--- src/rtl/dircc_node_msg_rx_writer.sv ---
// Receive-side writer: deposits incoming Avalon-ST packets into a ring of
// fixed-size message slots over the s2 memory port and tracks filled slots.
module dircc_node_msg_rx_writer #(
    parameter logic [13:0] BASE_ADDR = 14'd8000,
    parameter int unsigned SLOT_HW   = 32,
    parameter int unsigned NUM_SLOTS = 4
) (
    input  logic                           clk,
    input  logic                           reset_n,
    input  logic [15:0]                    sink_data,
    input  logic                           sink_valid,
    input  logic                           sink_startofpacket,
    input  logic                           sink_endofpacket,
    output logic                           sink_ready,
    output logic [13:0]                    address2,
    output logic [15:0]                    writedata2,
    output logic [1:0]                     byteenable2,
    output logic                           chipselect2,
    output logic                           write2,
    output logic                           clken2,
    input  logic                           rx_ack,
    output logic [$clog2(NUM_SLOTS+1)-1:0] rx_pending,
    output logic                           rx_irq,
    output logic [7:0]                     drop_count
);

    localparam int unsigned PW    = $clog2(NUM_SLOTS + 1);
    localparam int unsigned SW    = (NUM_SLOTS > 1) ? $clog2(NUM_SLOTS) : 1;
    localparam int unsigned IW    = $clog2(SLOT_HW) + 1;
    localparam int unsigned SHIFT = $clog2(SLOT_HW);

    typedef enum logic [1:0] {IDLE, DATA, DRAIN, HDR} state_e;

    state_e         state_q, state_d;
    logic [SW-1:0]  wr_slot_q, wr_slot_d, rd_slot_q, rd_slot_d;
    logic [PW-1:0]  pending_q, pending_d;
    logic [IW-1:0]  idx_q, idx_d;
    logic [14:0]    len_q, len_d;
    logic           trunc_q, trunc_d;
    logic [7:0]     drop_q, drop_d;
    logic           commit_q, commit_d;
    logic           irq_q;
    logic           run_q;
    logic           we_q, we_d;
    logic [13:0]    addr_q, addr_d;
    logic [15:0]    wdata_q, wdata_d;
    logic           accept;
    logic           ack_ok;
    logic [13:0]    slot_base;

    assign slot_base = BASE_ADDR + (14'(wr_slot_q) << SHIFT);

    // State register
    always_ff @(posedge clk or negedge reset_n) begin
        if (!reset_n) state_q <= IDLE;
        else          state_q <= state_d;
    end

    // Next-state logic
    always_comb begin
        state_d = state_q;
        case (state_q)
            IDLE: if (accept && sink_startofpacket)
                      state_d = sink_endofpacket ? HDR : DATA;
            DATA: if (accept) begin
                      if (sink_endofpacket)            state_d = HDR;
                      else if (idx_q == IW'(SLOT_HW))  state_d = DRAIN;
                  end
            DRAIN: if (accept && sink_endofpacket) state_d = HDR;
            HDR:   state_d = IDLE;
            default: state_d = IDLE;
        endcase
    end

    // Output and datapath next values; ready stays low while a commit is in flight
    always_comb begin
        sink_ready = 1'b0;
        we_d       = 1'b0;
        addr_d     = addr_q;
        wdata_d    = wdata_q;
        idx_d      = idx_q;
        len_d      = len_q;
        trunc_d    = trunc_q;
        drop_d     = drop_q;
        wr_slot_d  = wr_slot_q;
        commit_d   = 1'b0;
        case (state_q)
            IDLE:        sink_ready = run_q & ~commit_q & (pending_q < PW'(NUM_SLOTS));
            DATA, DRAIN: sink_ready = 1'b1;
            default:     sink_ready = 1'b0;
        endcase
        accept = sink_valid & sink_ready;
        case (state_q)
            IDLE: if (accept) begin
                if (sink_startofpacket) begin
                    we_d    = 1'b1;
                    addr_d  = slot_base + 14'd1;
                    wdata_d = sink_data;
                    len_d   = 15'd1;
                    idx_d   = IW'(2);
                    trunc_d = 1'b0;
                end else if (drop_q != 8'hFF) begin
                    drop_d = drop_q + 8'd1;
                end
            end
            DATA: if (accept) begin
                if (idx_q < IW'(SLOT_HW)) begin
                    we_d    = 1'b1;
                    addr_d  = slot_base + 14'(idx_q);
                    wdata_d = sink_data;
                    idx_d   = idx_q + IW'(1);
                    len_d   = len_q + 15'd1;
                end else begin
                    trunc_d = 1'b1;
                end
            end
            HDR: begin
                we_d      = 1'b1;
                addr_d    = slot_base;
                wdata_d   = {trunc_q, len_q};
                commit_d  = 1'b1;
                wr_slot_d = (wr_slot_q == SW'(NUM_SLOTS - 1)) ? '0 : wr_slot_q + SW'(1);
            end
            default: ;
        endcase
    end

    // Slot occupancy: commit and ack in the same cycle cancel out
    always_comb begin
        ack_ok    = rx_ack && (pending_q != '0);
        pending_d = pending_q;
        rd_slot_d = rd_slot_q;
        if (commit_q && !ack_ok)      pending_d = pending_q + PW'(1);
        else if (!commit_q && ack_ok) pending_d = pending_q - PW'(1);
        if (ack_ok)
            rd_slot_d = (rd_slot_q == SW'(NUM_SLOTS - 1)) ? '0 : rd_slot_q + SW'(1);
    end

    always_ff @(posedge clk or negedge reset_n) begin
        if (!reset_n) begin
            wr_slot_q <= '0;
            rd_slot_q <= '0;
            pending_q <= '0;
            idx_q     <= '0;
            len_q     <= '0;
            trunc_q   <= 1'b0;
            drop_q    <= '0;
            commit_q  <= 1'b0;
            irq_q     <= 1'b0;
            run_q     <= 1'b0;
            we_q      <= 1'b0;
            addr_q    <= '0;
            wdata_q   <= '0;
        end else begin
            wr_slot_q <= wr_slot_d;
            rd_slot_q <= rd_slot_d;
            pending_q <= pending_d;
            idx_q     <= idx_d;
            len_q     <= len_d;
            trunc_q   <= trunc_d;
            drop_q    <= drop_d;
            commit_q  <= commit_d;
            irq_q     <= (pending_d != '0);
            run_q     <= 1'b1;
            we_q      <= we_d;
            addr_q    <= addr_d;
            wdata_q   <= wdata_d;
        end
    end

    assign address2    = addr_q;
    assign writedata2  = wdata_q;
    assign byteenable2 = 2'b11;
    assign chipselect2 = we_q;
    assign write2      = we_q;
    assign clken2      = run_q;
    assign rx_pending  = pending_q;
    assign rx_irq      = irq_q;
    assign drop_count  = drop_q;

endmodule
--- config.mk ---
export PLATFORM = sky130hd
export DESIGN_NAME = dircc_node_msg_rx_writer
export DESIGN_NICKNAME = d
export VERILOG_FILES = /design/src/rtl/dircc_node_msg_rx_writer.sv
export SDC_FILE = /design/constraint.sdc
export NUM_CORES = 1
export LEC_CHECK = 0
export ABC_AREA = 1
export CAP_MARGIN = 0
export CORE_UTILIZATION = 50
export DETAILED_ROUTE_END_ITERATION = 8
export MAX_ROUTING_LAYER = met4
export PLACE_DENSITY = 0.81
export RECOVER_POWER = 50
export REMOVE_ABC_BUFFERS = 1
export SKIP_CTS_REPAIR_TIMING = 1
export SKIP_LAST_GASP = 1
export SLEW_MARGIN = 20
export SYNTH_ARGS = -nofsm -noshare
export SYNTH_HDL_FRONTEND = slang
export SYNTH_SLANG_ARGS = --single-unit
--- constraint.sdc ---
create_clock -name clk -period 2.7 [get_ports clk]
set_input_delay 0.27 -clock clk [delete_from_list [all_inputs] [get_ports clk]]
set_output_delay 0.27 -clock clk [all_outputs]
set_load 0.02 [all_outputs]
== Word level (Yosys, flattened, before mapping) ==
Cells that the tools add are included.

* Bits in registers: 71
* Input bits: 22

* Reductions and logical operators: 18
* Eq/ne operators: 14
* Muxes and demuxes: 42
* Bitwise operators: 5
* Magnitude comparators: 2
* $add $sub $neg: 9

{| class="wikitable"
|+ Operators by type and width
! cell !! count
|-
| $mux W16 || 4
|-
| $mux W15 || 4
|-
| $mux W14 || 4
|-
| $pmux W16 S3 || 1
|-
| $pmux W14 S3 || 1
|-
| $pmux W15 S2 || 1
|-
| $mux W6 || 4
|-
| $add A15 B1 Y15 const B || 1
|-
| $reduce_and A5 Y1 || 3
|-
| $add A13 B7 Y14 const A || 1
|-
| $add A14 B1 Y14 const B || 1
|-
| $add A14 B6 Y14 || 1
|-
| $mux W2 || 7
|-
| $ne A2 B2 Y1 const B || 7
|-
| $pmux W6 S2 || 1
|-
| $mux W1 || 9
|-
| $reduce_bool A3 Y1 || 3
|-
| $add A8 B1 Y8 const B || 1
|-
| $ne A8 B8 Y1 const B || 1
|-
| $pmux W2 S4 || 1
|-
| $reduce_and A4 Y1 || 2
|-
| $add A6 B1 Y6 const B || 1
|-
| $eq A2 B2 Y1 const B || 3
|-
| $eq A6 B6 Y1 const B || 1
|-
| other kinds (17) || 27
|}

== Logic depth before layout (Yosys ltp) ==
* Word-level depth: 8
* Gate-level depth with buffers: 13
* Depth with buffers taken out: 12

== Least setup slack after synthesis ==
Ideal clock, no wire load.

* Path kind: reg-to-reg
* Start: register state_q[1]
* End: register addr_q[0], in the netlist address2[0]
* Cell stages (with the launch flop): 13
* Path buffers: 1
* Setup slack: 927 ps
* Library setup time: 117 ps
* Required time: 2583 ps
* Arrival: 1656 ps
* Cell sequence: dfrtp_1 > inv_1 > ha_1 > nand2_1 > clkinv_1 > nand2_2 > nand2_2 > nand3_4 > a21oi_4 > nand2_4 > buf_6 > nand2_1 > nand2_1

* Longest elaborated chain between the ends: 6

{| class="wikitable"
|+ RTL lines
! item !! RTL line !! text
|-
| from (decl) || 34 || <nowiki>state_e state_q, state_d;</nowiki>
|-
| from (signal assigned) || 56 || <nowiki>else state_q <= state_d;</nowiki>
|-
| $eq A2 B1 Y1 or $eq A2 B2 Y1 (tied branches) || 87, 93 ||
|-
| $reduce_or A2 Y1 || 87 || <nowiki>case (state_q)</nowiki>
|-
| $pmux W1 S2 || 87 ||
|-
| $and A1 B1 Y1 || 92 || <nowiki>accept = sink_valid & sink_ready;</nowiki>
|-
| $ne A2 B2 Y1 (no line) || -- ||
|-
| $reduce_and A5 Y1 (no line) || -- ||
|-
| to (signal assigned) || 166 || <nowiki>addr_q <= addr_d;</nowiki>
|-
| to (decl) || 45 || <nowiki>logic [13:0] addr_q, addr_d;</nowiki>
|}

Several ways; a longest one is shown, not always the timed one.
A chain may end at the register's enable or synchronous reset.

== Worst setup path after layout ==
* Start: register state_q[0]
* End: output sink_ready

* Longest elaborated chain between the ends: 3

{| class="wikitable"
|+ RTL lines
! item !! RTL line !! text
|-
| $eq A2 B1 Y1 or $eq A2 B2 Y1 (tied branches) || 87 ||
|-
| $reduce_or A2 Y1 || 87 ||
|-
| $pmux W1 S2 * || 87 ||
|-
| to (decl) || 14 || <nowiki>output logic sink_ready,</nowiki>
|}

Mark *: on every way between the ends. The rest lies on a longest branch, timed or not.

==> out/qor.txt <==
status: finished, violations left
failing checks: capacitance limit, slew limit
maximum vdd ir drop: 0.5418 mV
Synth area leaders: dfrtp_1, nand2_1, nand3_1
relative slew slack: -0.1645
Area Growth Syn to Fin: 21.70%
post-synthesis cell type count: 33
Vias per Instance: 5.007
fin crit period: 2.398 ns
Synth top area share: 0.4352
antenna viol nets, final: 0
antenna violations before repair: 0
synthesis-stage register bit count: 68
worst slew pin tran: 1.747 ns
Initial Utilization: 0.5278
pwr dens: 1080 nW/um^2
Post-synth EDFFs: 0
Arrival @ worst endpoint: 2.13 ns
clk sinks: 68
first-pass GRT wire length: 15.05 mm
drt drc: 0
Core ar.: 7408 sq um
Clk Latency, worst-skew pair: 0.35 ns
Post-Syn Area: 3910 sq um
Post-Route WL: 8.508 mm
Final Skew: 0.009218 ns
clock slew at reported path FFs: 0.08 ns
Slew Viols, Final: 33
full die area: 8178 sq um
Final HPWL DP: 6.115 mm
CP max FO: 6
Setup crit start kind: flip-flop
CP Cell Sequence: inv_1 > ha_1 > nand2_1 > clkinv_1 > nand2_2 > a21oi_1 > clkdlybuf4s50_1
Die Ht: 90.43 um
grt ovf: 0
top flip-flop cell by instance count after synthesis: dfrtp_1
CTS Buf Count: 9
top cells by count, synth: nand2_1, dfrtp_1, nand3_1
Fin. Hold Viols: 0
setup TNS: 0 ns
Mapped Cells: 525
drt first-iter violations: 244
max-cap viol count: 1
Syn Area/Cell: 7.448 sq um
leading area contributor after synthesis: dfrtp_1
DRT Pass-1 Iters: 5
biggest cell delay along the critical path: 0.63 ns
fin crit share: 0.8881
Via Count: 3460
# IOs: 70
routed len/inst: 12.31 um
chip width: 90.43 um
CP Buf/Inv Count: 3
Total Routing Usage GR: 0.2355
family with the most delay on the worst path: buffers and inverters
final setup vio count: 0
min-delay worst type: input port to asynchronous set/reset pin
sequential area share after synthesis: 0.4352
clk buf depth: 2
fill count: 634
most common cell in the synthesized netlist: nand2_1
RSZ-0062 raised after global routing: false
Rows: 31
maximum clock rate: 417.0 MHz
total placed cells including tap cells: 676
Multi-input gate area: 1907 sq um
vias in the first global route: 3287
pin count of the biggest net entering global routing: 38
GPL Wtd Cong: 0.8971
Register Area: 1702 sq um
H-tree levels: 3
CTS tree: built
Layout Nets: 626
critical path capture point type: primary output
Crit Path Class: flip-flop to primary output
Diodes inserted: 0
Cell Count, Final, Fillers Out: 691
port bufs: 67
yosys warns: 0
Async SR Flop Fraction: 1.000
Req. time, crit path: 2.43 ns
CTS Root Cell: clkbuf_8
CP max-delay cell: clkdlybuf4s50_1
Leakage: 2.354 nW
fraction of layout cells with a size suffix above 1: 0.05912
[power breakdown]
part	internal [mW]	total (mW)	switching (mW)	leakage, nW
Sequential	1.34	1.61	0.263	0.871
Clock	0.323	0.713	0.390	0.0779
Combinational	1.04	2.82	1.78	1.41
[registers in the layout, indices dropped and copies added (netlist names)]
register / count
wr_slot_q: 2
len_q: 15
chipselect2: 1
drop_count: 8
rx_pending: 3
writedata2: 16
idx_q: 6
rx_irq: 1
commit_q: 1
address2: 11
clken2: 1
state_q: 2
trunc_q: 1
[logic make-up after synthesis]
group,share of synthesized area
AO/OA/AOI/OAI,0.04608
other,0.0009591
buffers and inverters,0.07904
flip-flops,0.4352
adder cells (fa/ha/maj),0.05120
XOR/XNOR,0.03808
AND/OR/NAND/NOR,0.3494
[worst reg2reg max path, stage by stage (launching register included)]
cell and delay (ns):
dfrtp_1 0.44, inv_1 0.14, ha_1 0.25, nand2_1 0.08, clkinv_1 0.05, nand2_2 0.05, nand2_2 0.10, nand3_4 0.12
a21oi_4 0.39, nand2_4 0.30, nand2_1 0.14, nand2_1 0.06
[cells in the final DEF, fill, tap and decap left out, types with 3 or more instances in the layout]
cell / Yosys / final
clkbuf_1: 5 / 3
ha_1: 16 / 16
buf_4: 10 / 7
conb_1: 1 / 3
nor3_1: 3 / 3
inv_2: 3 / 3
inv_1: 34 / 34
o22ai_1: 3 / 3
clkinv_2: 0 / 3
xor2_1: 14 / 14
nand3_1: 42 / 42
xnor2_1: 3 / 3
clkbuf_8: 0 / 9
nor2_1: 41 / 41
nand4_1: 10 / 10
a21oi_1: 4 / 4
clkdlybuf4s50_1: 0 / 50
dfrtp_1: 68 / 68
o21ai_0: 19 / 19
dlygate4sd3_1: 0 / 16
nand2_2: 3 / 3
nand2_1: 220 / 220
[routing by layer]
layer / vias to the layer above / GRT usage / part of all wire
li1: 1758 / - / -
met1: 1599 / 0.3050 / 0.47
met2: 95 / 0.3721 / 0.47
met3: 8 / 0.05471 / 0.048
met4: 0 / 0.06452 / 0.010
met5: - / - / 0
[final timing paths]
path / from / slack (ns) / end / depth (start not counted)
min: reset_n / 0.37 / commit_q$_DFF_PN0_ / 1
min in group clk: writedata2[14]$_DFFE_PN0P_ / 0.47 / writedata2[14]$_DFFE_PN0P_ / 2
max: state_q[0]$_DFFE_PN0P_ / 0.30 / sink_ready / 7
max in group asynchronous: reset_n / 0.64 / idx_q[0]$_DFFE_PN0P_ / 2
max reg2reg: state_q[0]$_DFFE_PN0P_ / 0.46 / writedata2[15]$_DFFE_PN0P_ / 11
min reg2reg: writedata2[14]$_DFFE_PN0P_ / 0.47 / writedata2[14]$_DFFE_PN0P_ / 2
[stage by stage]
stage	setup WS (ns)	util	power [mW]	hold slack [ns]	cell area (sq um)
6_report	0.3022	0.6423	5.139	0.3699	4758
5_1_grt	0.1214	0.6423	5.578	0.4995	4758
4_1_cts	0.2977	0.6450	5.197	0.003050	4778
3_5_place_dp	0.4712	0.6237	4.469	0.3893	4621
3_3_place_gp	0.6043	0.6237	4.375	0.3765	4621
2_1_floorplan	0.2508	-	3.334	-0.02559	3751
[layout make-up]
class / count / share of cell area
inverters: 38 / 0.02998
well taps: 99 / 0.02603
multi-input cells: 395 / 0.4007
flip-flops and latches: 68 / 0.3576
repair buffers: 76 / 0.1525
clock buffers: 10 / 0.02682
clock inverters: 5 / 0.006311
Note: power is estimated with default switching activity, not from simulation.
